[config.mk]
export PLATFORM = sky130hd
export DESIGN_NAME = rom_loader
export DESIGN_NICKNAME = d
export VERILOG_FILES = /design/src/rtl/rom_loader.sv
export SDC_FILE = /design/constraint.sdc
export NUM_CORES = 1
export LEC_CHECK = 0
export ABC_AREA = 1
export BUFFER_PORTS_ARGS = -buffer_cell sky130_fd_sc_hd__buf_2
export CAP_MARGIN = 20
export CORE_UTILIZATION = 50
export DETAILED_ROUTE_END_ITERATION = 6
export PLACE_DENSITY = 0.81
export SETUP_SLACK_MARGIN = 0.5
export SYNTH_ARGS = -nofsm -noshare
export SYNTH_HDL_FRONTEND = slang
export SYNTH_SLANG_ARGS = --single-unit
[constraint.sdc]
create_clock -name CLK -period 2.23 [get_ports CLK]
set_input_delay 0.1115 -clock CLK [delete_from_list [all_inputs] [get_ports CLK]]
set_output_delay 0.1115 -clock CLK [all_outputs]
set_load 0.05 [all_outputs]
[src/rtl/rom_loader.sv]
// rom_loader
//
// Program loader for the 16-bank instruction ROM array. It takes a byte
// stream over a valid/ready handshake and assembles big-endian 16-bit words.
// Each word is written to the ROM at consecutive word addresses starting
// from 0. The loader runs after reset or on a host request, before the CPU
// starts fetching.
//
// Optional feature macro: ROM_LOADER_CHECKSUM_EN
//   When defined, a 16-bit modulo-2^16 sum of every written word is kept.
//   Two trailing bytes (high byte first) carry the expected sum. They are
//   compared at the end of the load, and the result is reported on csum_err.
//   When undefined, there is no accumulator, no trailing bytes are taken,
//   and csum_err is tied low.
//
// Parameters:
//   LOAD_WORDS  words written per load, 1..2048
//
// Ports:
//   CLK         clock, rising edge
//   RST_N       asynchronous active-low reset
//   start       one-cycle load request, ignored while busy
//   abort       synchronous cancel of a load in progress
//   byte_in     stream data byte
//   byte_valid  byte_in is valid
//   byte_ready  loader accepts a byte this cycle
//   column_id   ROM word address ([10:7] bank, [6:0] word in bank)
//   wdata       word presented to the ROM write port
//   mode        ROM mode: 2'b01 = write selected bank, 2'b00 = no write
//   busy        a load is in progress
//   done        one-cycle pulse when a load completes
//   csum_err    checksum mismatch flag (always 0 without the checksum option)

module rom_loader #(
    parameter int LOAD_WORDS = 2048
) (
    input  logic        CLK,
    input  logic        RST_N,
    input  logic        start,
    input  logic        abort,
    input  logic [7:0]  byte_in,
    input  logic        byte_valid,
    output logic        byte_ready,
    output logic [10:0] column_id,
    output logic [15:0] wdata,
    output logic [1:0]  mode,
    output logic        busy,
    output logic        done,
    output logic        csum_err
);

    localparam logic [10:0] LAST_ADDR = 11'(LOAD_WORDS - 1);
    localparam logic [1:0]  MODE_IDLE  = 2'b00;
    localparam logic [1:0]  MODE_WRITE = 2'b01;

`ifdef ROM_LOADER_CHECKSUM_EN
    typedef enum logic [2:0] {
        IDLE,
        HI,
        LO,
        WRITE,
        DONE,
        CHI,
        CLO
    } state_t;
`else
    typedef enum logic [2:0] {
        IDLE,
        HI,
        LO,
        WRITE,
        DONE
    } state_t;
`endif

    state_t state;

    // byte_ready is a registered output. A byte is therefore consumed
    // exactly when the producer's valid coincides with the registered ready.
    logic accept;
    assign accept = byte_valid & byte_ready;

`ifdef ROM_LOADER_CHECKSUM_EN
    logic [15:0] csum_acc;
    logic [7:0]  csum_hi;
    logic        csum_flag;

    assign csum_err = csum_flag;
`else
    assign csum_err = 1'b0;
`endif

    // Single FSM with registered outputs. mode and done default to their
    // inactive values every cycle. They are raised only on the edge that
    // enters WRITE or DONE, so each lasts exactly one cycle. column_id
    // doubles as the word address counter. Because it is only ever
    // incremented from WRITE and only when it is below LAST_ADDR, it can
    // never wrap within a load.
    always_ff @(posedge CLK or negedge RST_N) begin
        if (!RST_N) begin
            state      <= IDLE;
            column_id  <= '0;
            wdata      <= '0;
            mode       <= MODE_IDLE;
            byte_ready <= 1'b0;
            busy       <= 1'b0;
            done       <= 1'b0;
`ifdef ROM_LOADER_CHECKSUM_EN
            csum_acc   <= '0;
            csum_hi    <= '0;
            csum_flag  <= 1'b0;
`endif
        end else begin
            mode <= MODE_IDLE;
            done <= 1'b0;

            // abort takes priority over any byte accept or write that would
            // otherwise happen on this edge. Words already written remain.
            if (abort && (state != IDLE)) begin
                state      <= IDLE;
                byte_ready <= 1'b0;
                busy       <= 1'b0;
            end else begin
                case (state)
                    IDLE: begin
`ifdef ROM_LOADER_CHECKSUM_EN
                        csum_acc <= '0;
`endif
                        // abort in IDLE also suppresses a simultaneous start.
                        if (start && !abort) begin
                            state      <= HI;
                            column_id  <= '0;
                            byte_ready <= 1'b1;
                            busy       <= 1'b1;
`ifdef ROM_LOADER_CHECKSUM_EN
                            // The mismatch flag of the previous load stays
                            // visible in IDLE until a new load is started.
                            csum_flag  <= 1'b0;
`endif
                        end
                    end

                    HI: begin
                        if (accept) begin
                            wdata[15:8] <= byte_in;
                            state       <= LO;
                        end
                    end

                    LO: begin
                        if (accept) begin
                            wdata[7:0] <= byte_in;
                            state      <= WRITE;
                            byte_ready <= 1'b0;
                            mode       <= MODE_WRITE;
                        end
                    end

                    WRITE: begin
`ifdef ROM_LOADER_CHECKSUM_EN
                        csum_acc <= csum_acc + wdata;
`endif
                        if (column_id == LAST_ADDR) begin
`ifdef ROM_LOADER_CHECKSUM_EN
                            state      <= CHI;
                            byte_ready <= 1'b1;
`else
                            state      <= DONE;
                            done       <= 1'b1;
`endif
                        end else begin
                            column_id  <= column_id + 11'd1;
                            state      <= HI;
                            byte_ready <= 1'b1;
                        end
                    end

`ifdef ROM_LOADER_CHECKSUM_EN
                    CHI: begin
                        if (accept) begin
                            csum_hi <= byte_in;
                            state   <= CLO;
                        end
                    end

                    // The trailing bytes go only to the comparator. They
                    // never reach wdata, so they cannot be written to ROM.
                    CLO: begin
                        if (accept) begin
                            state      <= DONE;
                            byte_ready <= 1'b0;
                            done       <= 1'b1;
                            csum_flag  <= (csum_acc != {csum_hi, byte_in});
                        end
                    end
`endif

                    DONE: begin
                        state <= IDLE;
                        busy  <= 1'b0;
                    end

                    default: begin
                        state      <= IDLE;
                        byte_ready <= 1'b0;
                        busy       <= 1'b0;
                    end
                endcase
            end
        end
    end

endmodule

==> impl_metrics.env, run 1 <==
export IMPL_status="completed"
export IMPL_dp_hpwl_um=2470
export IMPL_yosysUniqueCellTypes=27
export IMPL_root_buffer="clkbuf_4"
export IMPL_drc=0
export IMPL_max_cap_viol_count=0
export IMPL_path_max_fanout=19
export IMPL_fillers=346
export IMPL_path_clk_slew_ns=0.10
export IMPL_min_period_ns=1.60
export IMPL_hold_path_class="primary input to flop"
export IMPL_syn_area_um2=1760
export IMPL_async_flop_share=1.00
export IMPL_synthCells=221
export IMPL_die_w_um=61.4
export IMPL_grt_usage=0.215
export IMPL_dr_total_vias=1500
export IMPL_end_kind="flop"
export IMPL_synth_most_common_cell="nand2_1"
export IMPL_crit_path_cell_trace="ha_1 -> nand3_2 -> nor2_4 -> nand3_4 -> nand2_8 -> o21ai_0"
export IMPL_pin_count=46
export IMPL_die_area_um2=3770
export IMPL_synthFlopType="dfrtp_1"
export IMPL_setup_ws_ns=0.631
export IMPL_max_stage_delay_ns=0.45
export IMPL_yosysSeqAreaShare=0.483
export IMPL_grt_max_degree=35
export IMPL_power_density_nw_per_um2=1310
export IMPL_synthToLayoutAreaGrowth_pct=18.9
export IMPL_clk_latency_ns=0.35
export IMPL_final_cells=316
export IMPL_numClockSinks=34
export IMPL_grt_overflow_total=0
export IMPL_setup_viol_count_final=0
export IMPL_max_freq_mhz=625
export IMPL_antenna_left=0
export IMPL_core_um2=3360
export IMPL_dp_slack_ns=0.620
export IMPL_yosys_area_top_type="dfrtp_1"
export IMPL_crit_required_ns=2.46
export IMPL_antenna_cells=0
export IMPL_slew_violations=0
export IMPL_die_y_um=61.4
export IMPL_whs_ns=0.0191
export IMPL_grt_pass1_vias=1354
export IMPL_clk_path_buf_depth=2
export IMPL_path_class="flop to flop"
export IMPL_wl_per_cell_um=11.0
export IMPL_grt_pass1_wl_um=5810
export IMPL_period_share=0.717
export IMPL_cp_start_kind="flop"
export IMPL_synthTopCellsByArea="dfrtp_1 48%, nand2_1 15%, o21ai_0 6.5%, inv_1 5.3%, nand3_1 4.5%"
export IMPL_placed_cells=305
export IMPL_tightest_slew_ns=0.733
export IMPL_p_leak_nw=1.13
export IMPL_cts_htree_levels=2
export IMPL_synth_seq_cells=34
export IMPL_avgSynthCellArea_um2=7.98
export IMPL_row_count=21
export IMPL_cp_slowest_cell="dfrtp_2"
export IMPL_synth_top_area_frac=0.483
export IMPL_cpLargestDelayFamily="simple AND/OR/NAND/NOR gates"
export IMPL_io_buffers=43
export IMPL_slew_limit_headroom=0.512
export IMPL_arrival_ns=1.83
export IMPL_fin_tns_setup_ns=0
export IMPL_ys_warn_count=0
export IMPL_wirelength_um=3480
export IMPL_fin_nets=283
export IMPL_ir_drop_v=0.000934
export IMPL_synth_edf_count=0
export IMPL_rsz0062_at_grt="no"
export IMPL_start_util=0.524
export IMPL_first_pass_iters=4
export IMPL_vias_per_cell=4.75
export IMPL_detail_route_iter0_violations=57
export IMPL_crit_buf_inv=0
export IMPL_finClkSkew_ns=0.0132
export IMPL_drive_above_1_share=0.259
export IMPL_grt_antenna_before_repair=0
export IMPL_hold_viol=0
export IMPL_synth_commonest_cells="71 x nand2_1, 34 x dfrtp_1, 25 x inv_1"
export IMPL_numCtsBuffers=5
export IMPL_gp_congestion=0.857
export IMPL_cts_tree="built"
worst min-delay path, cell delays in order:
cell	delay (ns)
buf_2	0.09
inv_1	0.05
o21ai_0	0.07
where the power goes:
part	switching, W	internal [W]
registers	0.000128	0.000803
logic	0.00105	0.000310
clock network	0.000218	0.000236
placed cells by master, fill, tap and decap left out, drive strengths merged:
| cell | n |
|---|---|
| ha | 1 |
| nand2 | 74 |
| o31ai | 1 |
| nand3 | 18 |
| bufinv | 1 |
| inv | 25 |
| clkbuf | 6 |
| buf | 45 |
| a21oi | 1 |
| conb | 2 |
| dlygate4sd3 | 1 |
| clkinv | 1 |
| o21ai | 28 |
| nand4 | 3 |
| xor2 | 3 |
| clkinvlp | 1 |
| dfrtp | 34 |
| nand3b | 1 |
| nor2 | 23 |
| o21bai | 1 |
sequential cells by signal, indices dropped and copies added (netlist names):
| signal | count |
|---|---|
| busy | 1 |
| byte_ready | 1 |
| column_id | 11 |
| done | 1 |
| mode | 1 |
| state | 3 |
| wdata | 16 |
logic make-up (layout without fill, tap and decap cells):
family                     Yosys count  count (layout)  share of synthesized area
DFF                                 34              34                      0.483
buffers and inverters               32              80                     0.0873
and+or+nand+nor                    119             119                      0.304
other                                1               2                    0.00213
AOI/OAI and AO/OA                   31              31                      0.101
adders and majority gates            1               1                    0.00710
xor gates and xnor gates             3               3                     0.0149
layout make-up:
| type | count | area, um2 | share of cell area |
|---|---|---|---|
| clock buffers | 6 | 41.3 | 0.0197 |
| multi-input cells | 156 | 767 | 0.366 |
| well taps | 46 | 57.6 | 0.0275 |
| flip-flops and latches | 34 | 853 | 0.407 |
| clock inverters | 2 | 37.5 | 0.0179 |
| repair buffers | 46 | 240 | 0.115 |
| inverters | 26 | 98.8 | 0.0472 |
routing by layer:
metal | up-vias | part of all wire | GRT usage
met5 | - | 0 | 0
met4 | 0 | 0.015 | 0.0794
met3 | 7 | 0.053 | 0.0672
met2 | 42 | 0.46 | 0.340
met1 | 665 | 0.47 | 0.278
li1 | 786 | - | -
per-stage QoR:
stage                     power, W  cell area (um2)   util
after floorplan            0.00204             1770      -
after global placement     0.00227             1990  0.591
after detailed placement   0.00228             1990  0.591
after CTS                  0.00274             2080  0.617
after global routing       0.00293             2100  0.623
final                      0.00275             2100  0.623
timing repair:
action / in CTS / in global routing
hold buffers: 1 / 0
setup endpoints to repair: 0 / 17
hold endpoints to repair: 34 / 0
gates resized for setup: 0 / 2
buffers inserted: 0 / 2
final timing paths:
| check | slack (ns) | endpoint | cells past startpoint | startpoint |
|---|---|---|---|---|
| worst max-delay path | 0.63 | column_id[6] | 6 | column_id[0] |
| worst min-delay path | 0.02 | wdata[9] | 3 | byte_in[1] |
| worst max register to register | 0.63 | column_id[6] | 6 | column_id[0] |
| worst min register to register | 0.49 | busy | 2 | busy |
| max in group asynchronous | 1.35 | column_id[0] | 2 | RST_N |
| min in group asynchronous | 0.35 | column_id[10] | 2 | RST_N |
No activity file was read; power rests on OpenSTA's default activity.
==> run 2: changes to the inputs <==
- clock period: 2.23 -> 1.7 ns (I/O delays scaled with it)
==> impl_metrics.env, run 2 (synthesis gave the netlist of run 1 again) <==
export IMPL_cts_tree="built"
export IMPL_grt_pass1_vias=1649
export IMPL_antenna_left=0
export IMPL_end_kind="flop"
export IMPL_numCtsBuffers=5
export IMPL_crit_path_cell_trace="nand2_2 -> nor2_4 -> buf_12 -> inv_1 -> nor2_1 -> nor2_2 -> nand3_1 -> nand2_1"
export IMPL_cts_htree_levels=2
export IMPL_grt_pass1_wl_um=7320
export IMPL_arrival_ns=1.65
export IMPL_first_pass_iters=4
export IMPL_regMostFlops="wdata"
export IMPL_globalRouteMet3Util=0.0693
export IMPL_cp_start_kind="flop"
export IMPL_power_density_nw_per_um2=1660
export IMPL_max_freq_mhz=702
export IMPL_grt_max_degree=35
export IMPL_numClockSinks=34
export IMPL_layout_commonest_cell="nand2_1"
export IMPL_ff_latch_area_um2=871
export IMPL_ir_drop_v=0.00119
export IMPL_rsz0062_at_grt="yes"
export IMPL_dp_hpwl_um=2550
export IMPL_grt_busiest_layer="met2"
export IMPL_antenna_cells=0
export IMPL_max_stage_delay_ns=0.44
export IMPL_hold_path_class="primary input to flop"
export IMPL_min_period_ns=1.42
export IMPL_r2r_start="state[0]"
export IMPL_critPathLaunch="state[0]"
export IMPL_largest_reg_flops=16
export IMPL_grt_usage=0.274
export IMPL_grt_use_met2=0.460
export IMPL_start_util=0.524
export IMPL_root_buffer="clkbuf_4"
export IMPL_hold_viol=0
export IMPL_grt_met1_usage=0.335
export IMPL_vias_per_cell=5.25
export IMPL_p_leak_nw=1.32
export IMPL_setup_viol_count_final=0
export IMPL_synthToLayoutAreaGrowth_pct=51.3
export IMPL_final_cell_mix="52 x nand2_1, 37 x buf_2, 21 x inv_1, 20 x dfrtp_1, 19 x buf_4"
export IMPL_cp_slowest_cell="dfrtp_2"
export IMPL_drc=0
export IMPL_period_share=0.838
export IMPL_path_clk_slew_ns=0.10
export IMPL_fin_tns_setup_ns=0
export IMPL_die_area_um2=3770
export IMPL_crit_required_ns=1.93
export IMPL_io_buffers=43
export IMPL_row_count=21
export IMPL_core_um2=3360
export IMPL_hold_start="byte_in[7]"
export IMPL_wirelength_um=5440
export IMPL_clk_latency_ns=0.35
export IMPL_gp_congestion=0.906
export IMPL_top_regs="wdata x16, column_id x11, state x3"
export IMPL_path_class="flop to flop"
export IMPL_drive_above_1_share=0.477
export IMPL_whs_ns=0.0235
export IMPL_wl_per_cell_um=15.6
export IMPL_max_cap_viol_count=0
export IMPL_cpLargestDelayFamily="simple AND/OR/NAND/NOR gates"
export IMPL_fin_nets=317
export IMPL_slew_violations=0
export IMPL_die_w_um=61.4
export IMPL_finClkSkew_ns=0.0217
export IMPL_fillers=227
export IMPL_dr_total_vias=1837
export IMPL_pin_count=46
export IMPL_detail_route_iter0_violations=94
export IMPL_clk_path_buf_depth=2
export IMPL_grt_antenna_before_repair=0
export IMPL_multi_input_area_um2=985
export IMPL_status="completed"
export IMPL_path_max_fanout=8
export IMPL_crit_buf_inv=2
export IMPL_grt_overflow_total=0
export IMPL_die_y_um=61.4
run 2: power breakdown:
group | total (W) | internal (W) | switching, W
Sequential | 0.00127 | 0.00107 | 0.000200
Clock | 0.000638 | 0.000351 | 0.000287
Combinational | 0.00253 | 0.000790 | 0.00174
run 2: metal layers:
layer | up-vias | share of wire | wire (um)
met5 | - | 0 | 0
met4 | 0 | 0.017 | 93
met3 | 12 | 0.059 | 321
met2 | 85 | 0.53 | 2880
met1 | 877 | 0.40 | 2150
li1 | 863 | - | -
run 2: tightest hold or removal path: stages:
cell,delay [ns]
buf_2,0.09
inv_1,0.09
o21ai_2,0.07
run 2: area by class of cell:
cell class / count / area share
multi-input combinational: 159 / 0.369
sequential: 34 / 0.326
timing repair buffer: 77 / 0.212
inverter: 26 / 0.0385
tap: 46 / 0.0216
clock buffer: 7 / 0.0206
clock inverter: 1 / 0.0113
run 2: worst paths after layout:
| path | end | slack, ns | depth (start not counted) |
|---|---|---|---|
| setup / recovery | column_id[9] | 0.28 | 8 |
| min in group asynchronous | column_id[3] | 0.28 | 3 |
| max in group asynchronous | column_id[0] | 1.06 | 3 |
| setup reg to reg | column_id[9] | 0.28 | 8 |
| hold reg to reg | wdata[0] | 0.50 | 2 |
| hold / removal | wdata[7] | 0.02 | 3 |
run 2: metrics by stage:
| stage | area (um2) | worst slack [ns] | power [W] | instances | utilization |
|---|---|---|---|---|---|
| after floorplan | 1830 | 0.190 | 0.00274 | 222 | - |
| after global placement | 2060 | 0.230 | 0.00305 | 308 | 0.613 |
| after detailed placement | 2060 | 0.222 | 0.00309 | 308 | 0.613 |
| after CTS | 2470 | 0.350 | 0.00403 | 342 | 0.736 |
| after global routing | 2670 | 0.201 | 0.00464 | 350 | 0.793 |
| final | 2670 | 0.275 | 0.00444 | 350 | 0.793 |
run 2: repair_timing:
action	4_1_cts	5_1_grt
endpoints found under the hold margin	46	0
setup endpoints to repair	32	42
hold buffers	8	0
resized for setup	34	48
setup buffers	15	7
pin swaps	15	18
gates cloned	3	1
